**config.mk**
```make
export PLATFORM = sky130hd
export DESIGN_NAME = multiplier_8x8b_seq_flat
export DESIGN_NICKNAME = d
export VERILOG_FILES = /design/src/rtl/multiplier_8x8b_seq_if.sv /design/src/rtl/multiplier_8x8b_seq.sv /design/src/flat_wrapper.sv
export SDC_FILE = /design/constraint.sdc
export NUM_CORES = 1
export LEC_CHECK = 0
export CAP_MARGIN = 25
export CORE_MARGIN = 8
export CORE_UTILIZATION = 50
export CTS_BUF_LIST = sky130_fd_sc_hd__clkbuf_4 sky130_fd_sc_hd__clkbuf_8
export DETAILED_ROUTE_END_ITERATION = 10
export HOLD_SLACK_MARGIN = 0.08
export PLACE_DENSITY = 0.72
export SLEW_MARGIN = 0
export SYNTH_ARGS = -nofsm -noshare
export SYNTH_HDL_FRONTEND = slang
export SYNTH_SLANG_ARGS = --single-unit
```
**constraint.sdc**
```tcl
create_clock -name clk -period 3.7 [get_ports clk]
set_clock_uncertainty 0.1 [all_clocks]
set_input_delay 0.37 -clock clk [delete_from_list [all_inputs] [get_ports clk]]
set_output_delay 0.37 -clock clk [all_outputs]
set_load 0.1 [all_outputs]
```
**src/rtl/multiplier_8x8b_seq_if.sv**
```systemverilog
`default_nettype none
// ============================================================================
// Module      : multiplier_8x8b_seq_if
// Description : Operand/product val-rdy bundle for the sequential multiplier.
// Revision    : 1.0 - initial release
// ============================================================================
interface multiplier_8x8b_seq_if;
    logic        in_val;
    logic        in_rdy;
    logic [7:0]  in0;
    logic [7:0]  in1;
    logic        out_val;
    logic        out_rdy;
    logic [15:0] prod;
    logic        busy;

    modport master (
        output in_val, in0, in1, out_rdy,
        input  in_rdy, out_val, prod, busy
    );

    modport slave (
        input  in_val, in0, in1, out_rdy,
        output in_rdy, out_val, prod, busy
    );
endinterface
`default_nettype wire

```
**src/rtl/multiplier_8x8b_seq.sv**
```systemverilog
`default_nettype none
// ============================================================================
// Module      : multiplier_8x8b_seq
// Description : Iterative 8x8 unsigned shift-add multiplier, val/rdy in and out.
// Revision    : 1.0 - initial release
// ============================================================================
module multiplier_8x8b_seq #(
    parameter bit FAST_TERM = 1'b0
) (
    input  wire logic            clk,
    input  wire logic            rst,
    multiplier_8x8b_seq_if.slave bus
);

    typedef enum logic [1:0] {
        S_IDLE = 2'd0,
        S_CALC = 2'd1,
        S_DONE = 2'd2
    } state_t;

    localparam logic [2:0] c_LAST_CNT = 3'd7;

    state_t      r_state;
    logic [15:0] r_a;
    logic [7:0]  r_b;
    logic [15:0] r_acc;
    logic [2:0]  r_cnt;
    logic [15:0] r_prod;
    logic        r_in_rdy;
    logic        r_out_val;
    logic        r_busy;

    logic [15:0] w_pp;
    logic [15:0] w_acc_next;
    logic        w_last;

    // Single 1x8b AND stage; r_a's left shift supplies the bit weight.
    assign w_pp       = r_a & {16{r_b[0]}};
    assign w_acc_next = r_acc + w_pp;

    generate
        if (FAST_TERM) begin : g_fast_term
            assign w_last = ((r_b >> 1) == 8'h00) || (r_cnt == c_LAST_CNT);
        end else begin : g_full_term
            assign w_last = (r_cnt == c_LAST_CNT);
        end
    endgenerate

    always_ff @(posedge clk or posedge rst) begin
        if (rst) begin
            r_state   <= S_IDLE;
            r_a       <= 16'h0000;
            r_b       <= 8'h00;
            r_acc     <= 16'h0000;
            r_cnt     <= 3'd0;
            r_prod    <= 16'h0000;
            r_in_rdy  <= 1'b1;
            r_out_val <= 1'b0;
            r_busy    <= 1'b0;
        end else begin
            case (r_state)
                S_IDLE: begin
                    if (bus.in_val) begin
                        r_a      <= {8'h00, bus.in0};
                        r_b      <= bus.in1;
                        r_acc    <= 16'h0000;
                        r_cnt    <= 3'd0;
                        r_state  <= S_CALC;
                        r_in_rdy <= 1'b0;
                        r_busy   <= 1'b1;
                    end
                end
                S_CALC: begin
                    r_acc <= w_acc_next;
                    r_a   <= r_a << 1;
                    r_b   <= r_b >> 1;
                    r_cnt <= r_cnt + 3'd1;
                    if (w_last) begin
                        r_state   <= S_DONE;
                        r_prod    <= w_acc_next;
                        r_out_val <= 1'b1;
                    end
                end
                S_DONE: begin
                    if (bus.out_rdy) begin
                        r_state   <= S_IDLE;
                        r_out_val <= 1'b0;
                        r_in_rdy  <= 1'b1;
                        r_busy    <= 1'b0;
                    end
                end
                default: begin
                    r_state   <= S_IDLE;
                    r_out_val <= 1'b0;
                    r_in_rdy  <= 1'b1;
                    r_busy    <= 1'b0;
                end
            endcase
        end
    end

    assign bus.in_rdy  = r_in_rdy;
    assign bus.out_val = r_out_val;
    assign bus.prod    = r_prod;
    assign bus.busy    = r_busy;

endmodule
`default_nettype wire

```
**src/flat_wrapper.sv**
```systemverilog
// flat-port wrapper written by rule: the top's interface ports become plain ports
module multiplier_8x8b_seq_flat 
#(
    parameter bit FAST_TERM = 1'b0
)
  (clk, rst, bus_in_val, bus_in0, bus_in1, bus_out_rdy, bus_in_rdy, bus_out_val, bus_prod, bus_busy);
  multiplier_8x8b_seq_if bus_i ();
  input  wire logic clk;
  input  wire logic rst;
  input wire logic [$bits(bus_i.in_val)-1:0] bus_in_val;
  input wire logic [$bits(bus_i.in0)-1:0] bus_in0;
  input wire logic [$bits(bus_i.in1)-1:0] bus_in1;
  input wire logic [$bits(bus_i.out_rdy)-1:0] bus_out_rdy;
  output wire logic [$bits(bus_i.in_rdy)-1:0] bus_in_rdy;
  output wire logic [$bits(bus_i.out_val)-1:0] bus_out_val;
  output wire logic [$bits(bus_i.prod)-1:0] bus_prod;
  output wire logic [$bits(bus_i.busy)-1:0] bus_busy;
  assign bus_i.in_val = bus_in_val;
  assign bus_i.in0 = bus_in0;
  assign bus_i.in1 = bus_in1;
  assign bus_i.out_rdy = bus_out_rdy;
  assign bus_in_rdy = bus_i.in_rdy;
  assign bus_out_val = bus_i.out_val;
  assign bus_prod = bus_i.prod;
  assign bus_busy = bus_i.busy;
  multiplier_8x8b_seq #(.FAST_TERM(FAST_TERM)) u_core (.clk(clk), .rst(rst), .bus(bus_i));
endmodule
```
==> flow_summary_export.csv <==
group,metric,value,unit
run_status,status,"complete, no violations",
timing,fin_tns_setup,0,ns
pwr,pwr_density_cell,847.6,mW/mm2
layout,post-route-cell-area,0.004130,mm2
clocking,cts-root-buf,"clkbuf_8",
place,pre_cts_ws,0.9796,ns
timing,hold_slack,0.3007,ns
timing,worstMarginPinSlew,0.9812,ns
floorplan,start_util,0.5142,
layout,fill_cells,613,
layout,multi_input_area,0.001774,mm2
place,dp_cells,480,
layout,antenna_cells,0,
timing,finalHoldViolations,0,
synth,synth_seq_cells,64,
critical_path,path_cells,"and2_1 > ha_1 > inv_1 > fa_1 > nor2b_1 > o2111ai_1 > nand2_1 > a31oi_1 > or4_1 > nand3_1",
layout,fin_cells,495,
detailed_routing,wl_per_cell,15.01,um
clocking,post_cts_resized,0,
detailed_routing,final_antenna_net_count,0,
place,hpwl,5504,um
critical_path,rr_worst_depth,10,
pwr,p_leak,1.867,nW
timing,period_minus_slack,2.735,ns
synth,syn_area,0.003493,mm2
critical_path,ff2ff_setup_slack,0.96,ns
grt,antenna_found_initial,0,
place,placement.io_buffers,38,
layout,finalNetCount,433,
timing,rsz0062_at_grt,"false",
critical_path,arrival,2.90,ns
run,drv_cap,0,
synth,synthCells,363,
detailed_routing,drc,0,
synth,yosysUniqueCellTypes,48,
synth,async_flop_share,1.000,
critical_path,critPathLaunchType,"register",
clocking,cts_setup_buffers,0,
timing,setup_viol,0,
critical_path,setup.worst_path.end,"u_core.bus.prod[12]$_DFFE_PP0P_",
layout,mostFrequentLayoutCells,"dfrtp_1, nand2_1, clkdlybuf4s50_1",
layout,drive_gt1_frac,0.08521,
clocking,postCtsHoldBufs,0,
grt,grt_pass1_wl,12950,um
clocking,clk_latency,0.34,ns
critical_path,crit_buf_inv,1,
clocking,path_clk_slew,0.07,ns
critical_path,critical_path.top_delay_family,"simple AND/OR/NAND/NOR gates",
place,gp_congestion,0.8558,
grt,gr-usage-met3,0.03561,
critical_path,worstPathMaxFanout,17,
hold_path,hold_path_class,"input port to asynchronous set/reset pin",
grt,grt_max_degree,28,
synth,yosys_warnings,0,
critical_path,cpPeakStageDelay,0.54,ns
layout,final_common_cell,"dfrtp_1",
layout,areaGrowthSynthToFinish,18.23,%
critical_path,critical_path_depth,10,
timing,fmax,0.3656,GHz
grt,met2_usage,0.2479,
critical_path,crit_slowest_cell,"dfrtp_1",
detailed_routing,wl,7431,um
floorplan,die_area,0.009917,mm2
timing,slew-limit-headroom,0.3438,
floorplan,core,0.006794,mm2
floorplan,dieHeight,99.59,um
clocking,clockBufferDepth,2,
layout,regArea,0.001603,mm2
floorplan,die_x,99.59,um
timing,setup_ws,0.9650,ns
synth,syn_nets,401,
place,dpl_cell_area,0.003969,mm2
layout,fin_util,0.6079,
synth,ys_seq_area_frac,0.4588,
timing,drv_slew,0,
grt,grt_use_met1,0.2132,
clocking,numCtsBuffers,9,
clocking,htreeDepth,3,
floorplan,pin_count,39,
detailed_routing,drt_iter0_markers,130,
floorplan,row_count,30,
critical_path,crit_start,"u_core.r_b[0]$_DFFE_PP0P_",
critical_path,worstReg2RegEnd,"u_core.bus.prod[12]$_DFFE_PP0P_",
synth,ys.flop_type,"dfrtp_1",
synth,synth_edf_count,0,
critical_path,endpoint_kind,"register",
clocking,cts_num_sinks,64,
grt,grt_busiest_layer,"met2",
clocking,cts_tree,"built",
critical_path,critPathRequiredTime,3.87,ns
detailed_routing,vias,2692,
critical_path,reg2reg_from,"u_core.r_b[0]$_DFFE_PP0P_",
detailed_routing,vias_per_cell,5.438,
timing,fin_crit_sh,0.7392,
grt,grt_overflow_total,0,
critical_path,critPathKind,"register to register",
detailed_routing,drt-pass1-iter-count,4,
synth,syn_area_per_cell,9.624,um2
grt,grt_use_total,0.1634,
grt,grt_pass1_vias,2698,
pwr,ir_worst_vdd,0.5329,mV
pwr,power,3.501,mW
## synthesized netlist by cell type (all sizes together) (3+ instances only)
| cell | number | area, um2 |
|---|---|---|
| inv | 7 | 26.28 |
| dfrtp | 63 | 1577 |
| a22o | 16 | 140.1 |
| ha | 17 | 212.7 |
| a22oi | 3 | 22.52 |
| nand2b | 6 | 37.54 |
| clkbuf | 20 | 75.07 |
| nor2b | 8 | 50.05 |
| nor2 | 9 | 33.78 |
| a21o | 4 | 30.03 |
| mux2 | 5 | 56.30 |
| and2 | 28 | 175.2 |
| nand4 | 4 | 25.02 |
| o21ai | 38 | 190.2 |
| xnor2 | 5 | 43.79 |
| nand3 | 7 | 35.03 |
| a31oi | 14 | 87.58 |
| xor2 | 6 | 52.55 |
| a21oi | 17 | 96.35 |
| o211ai | 4 | 30.03 |
| o21a | 8 | 60.06 |
| nand2 | 46 | 175.2 |
| buf | 4 | 18.76 |
| mux2i | 3 | 30.03 |
## worst min-delay path by stage
stage	end
after global routing	u_core.bus.out_val$_DFFE_PP0P_
after floorplan	u_core.r_b[1]$_DFFE_PP0P_
after detailed placement	u_core.bus.prod[4]$_DFFE_PP0P_
after CTS	u_core.bus.out_val$_DFFE_PP0P_
final	u_core.bus.out_val$_DFFE_PP0P_
after global placement	u_core.r_b[1]$_DFFE_PP0P_
## cell families (layout without fill, tap and decap cells)
group           after synthesis  after routing  share of synthesized area
fa+ha+maj                    18             18                    0.06662
flops                        64             64                     0.4588
simple gates                113            113                     0.1619
xor+xnor                     11             11                    0.02758
mux                           8              8                    0.02471
buf+inv                      31             67                    0.03438
compound gates              118            118                     0.2260
## flip-flops by register name, summed over array words and instances (netlist names)
signal / cells
u_core.bus.prod: 16
u_core.r_a: 16
u_core.r_acc: 16
u_core.r_b: 8
u_core.r_cnt: 3
u_core.r_state: 2
u_core.bus.busy: 1
u_core.bus.in_rdy: 1
u_core.bus.out_val: 1
## layout make-up
type                            count  share of cell area
Multi-Input combinational cell    268              0.4296
Tap cell                           96             0.02908
Inverter                            7            0.006362
Clock buffer                       11             0.03363
Clock inverter                      4            0.005453
Timing Repair Buffer               45              0.1078
Sequential cell                    64              0.3881
## metal layers
layer,wire [um],vias to the layer above
li1,-,1360
met5,0,-
met2,3329,56
met1,3624,1265
met3,337,11
met4,140,0
## where the power goes
group | switching [mW] | internal (mW) | total [mW]
registers | 0.207 | 0.970 | 1.18
clock network | 0.259 | 0.251 | 0.509
logic | 1.22 | 0.597 | 1.82
total | 1.68 | 1.82 | 3.50
Note: power is estimated with default switching activity, not from simulation.
==> RTL change: new RTL, config.mk and constraints unchanged <==
The 3 states of `state_t` get a one-hot encoding in 3 bits.
--- a/src/rtl/multiplier_8x8b_seq.sv
+++ b/src/rtl/multiplier_8x8b_seq.sv
@@ -12,10 +12,10 @@
     multiplier_8x8b_seq_if.slave bus
 );
 
-    typedef enum logic [1:0] {
-        S_IDLE = 2'd0,
-        S_CALC = 2'd1,
-        S_DONE = 2'd2
+    typedef enum logic [2:0] {
+        S_IDLE = 3'b001,
+        S_CALC = 3'b010,
+        S_DONE = 3'b100
     } state_t;
 
     localparam logic [2:0] c_LAST_CNT = 3'd7;
Formal check against the unedited RTL: same outputs for any inputs over 4 cycles, from zero or initial values and one cycle with rst high; so few cycles prove little.
==> RTL change against the unedited design <==
- cell area is 3.0% higher
- critical endpoint is now u_core.r_acc[14]
- fmax hardly changed
- power is 24% lower
- synthesized area is 2.3% higher
- largest cell class unchanged
- worst setup slack hardly changed
- routed wire length is 8.7% higher
- sequential cell count is 1 higher
- largest power group is now sequential cells
==> RTL change: results <==
metrics = {
    "logic_synthesis": {
        "muxShareOfSynthArea_pct": 5.50,
        "syn_nets": 415,
        "synth_compound_area_share_pct": 18.8,
        "synth_xor_area_share_pct": 2.66,
        "synth_cell_types": 55,
        "yosys.area_share.adder_pct": 6.51,
        "ys_seq_area_share_pct": 45.6,
        "synth_top_area_share_pct": 44.1,
        "ys_top_cells_by_area": "dfrtp_1 44%, nand2_1 7.1%, ha_1 6.0%, o21ai_0 5.6%, mux2i_1 3.9%",
        "synth_commonest_cells": "68 x nand2_1, 63 x dfrtp_1, 40 x o21ai_0, 17 x and2_1, 17 x ha_1",
    },
    "global_route": {
        "grt_max_degree": 45,
        "grt_pass1_vias": 2963,
        "grt_util_all_layers_pct": 17.5,
        "grt_pass1_wl_mm": 14.2,
    },
    "power_and_ir_drop": {
        "vdd_ir_drop_max_mv": 0.323,
        "power.leakage_nw": 1.92,
    },
    "place": {
        "hpwl_mm": 5.69,
        "place_congestion": 0.892,
        "post_dp_cell_area_mm2": 0.00405,
    },
    "final_layout": {
        "fin_nets": 450,
        "layout-drive-gt1-share_pct": 8.87,
        "fill_cells": 606,
    },
    "drt": {
        "drtIter0Drc": 148,
        "wl_per_cell_um": 15.6,
        "via_per_inst": 5.49,
        "ant_nets": 0,
    },
    "worst_setup_path": {
        "reg2reg_slack_ns": 0.96,
        "r2r_end": "u_core.r_acc[14]",
        "arrival_ns": 2.82,
    },
    "status": {
        "status": "finished clean",
    },
    "timing": {
        "tightest_slew_ns": 0.985,
    },
    "hold_path": {
        "min_path_type": "reg2reg",
    },
}
## RTL change: changes by cell type after synthesis, moves of 4 or more
cell	change
o21a_1	-6
o21ai_0	+11
and2_1	-11
nor2b_1	-6
a22o_1	-11
o21ai_1	-4
clkbuf_1	-11
nand2_1	+23
mux2i_1	+11
a31oi_1	-13
nor3_1	+5
a21o_1	+7
## RTL change: worst min path at each step
stage,depth (start not counted),from,to
detailed placement,2,u_core.bus.prod[3],u_core.bus.prod[3]
floorplan,2,u_core.r_b[1],u_core.r_b[0]
CTS,2,u_core.bus.prod[3],u_core.bus.prod[3]
finish,2,u_core.bus.prod[3],u_core.bus.prod[3]
global route,2,u_core.bus.prod[1],u_core.bus.prod[1]
global placement,2,u_core.bus.prod[2],u_core.bus.prod[2]
## RTL change: area by class of cell
class / count / area, µm² / share of cell area, %
clock inverters: 6 / 67.6 / 1.59
repair buffers: 42 / 423 / 9.94
flip-flops and latches: 65 / 1630 / 38.3
clock buffers: 10 / 138 / 3.23
inverters: 9 / 33.8 / 0.794
well taps: 99 / 124 / 2.91
multi-input cells: 285 / 1840 / 43.3
## RTL change: metrics by stage
step	utilization (%)	instances	worst slack, ns	hold WS, ns
floorplan	-	377	1.18	0.349
global placement	57.1	500	1.08	0.361
detailed placement	57.1	500	1.00	0.369
CTS	60.0	516	0.955	0.388
global route	60.0	516	0.779	0.407
finish	60.0	516	0.965	0.380
## RTL change: power breakdown
part	leakage [nW]	total [mW]	internal (mW)	switching [mW]
sequential	0.861	1.03	0.893	0.139
clock	0.0985	0.619	0.330	0.288
combinational	0.957	1.00	0.372	0.630
## RTL change: per-layer routing
layer	share of wire, %	GRT usage, %
met1	48	23.4
met5	0	0
met4	1.3	6.51
met2	47	27.4
met3	4.2	3.18
## RTL change: cells by family (layout without fill, tap and decap cells)
group                    count (synthesis)  in the layout
AND/OR/NAND/NOR                        133            133
AO/OA/AOI/OAI                          105            105
flip-flops                              65             65
buffers and inverters                   27             67
multiplexers                            19             19
adder cells (fa/ha/maj)                 18             18
XOR/XNOR                                10             10
## RTL change: worst reg2reg max path, stage by stage, from the launching register on
cell and delay (ns):
dfrtp_1 0.53, and2_1 0.22, ha_1 0.19, inv_1 0.07, fa_1 0.25, nor2b_4 0.05
o31a_1 0.27, or3_4 0.37, a41oi_1 0.23, xor2_1 0.22, o21ai_1 0.08
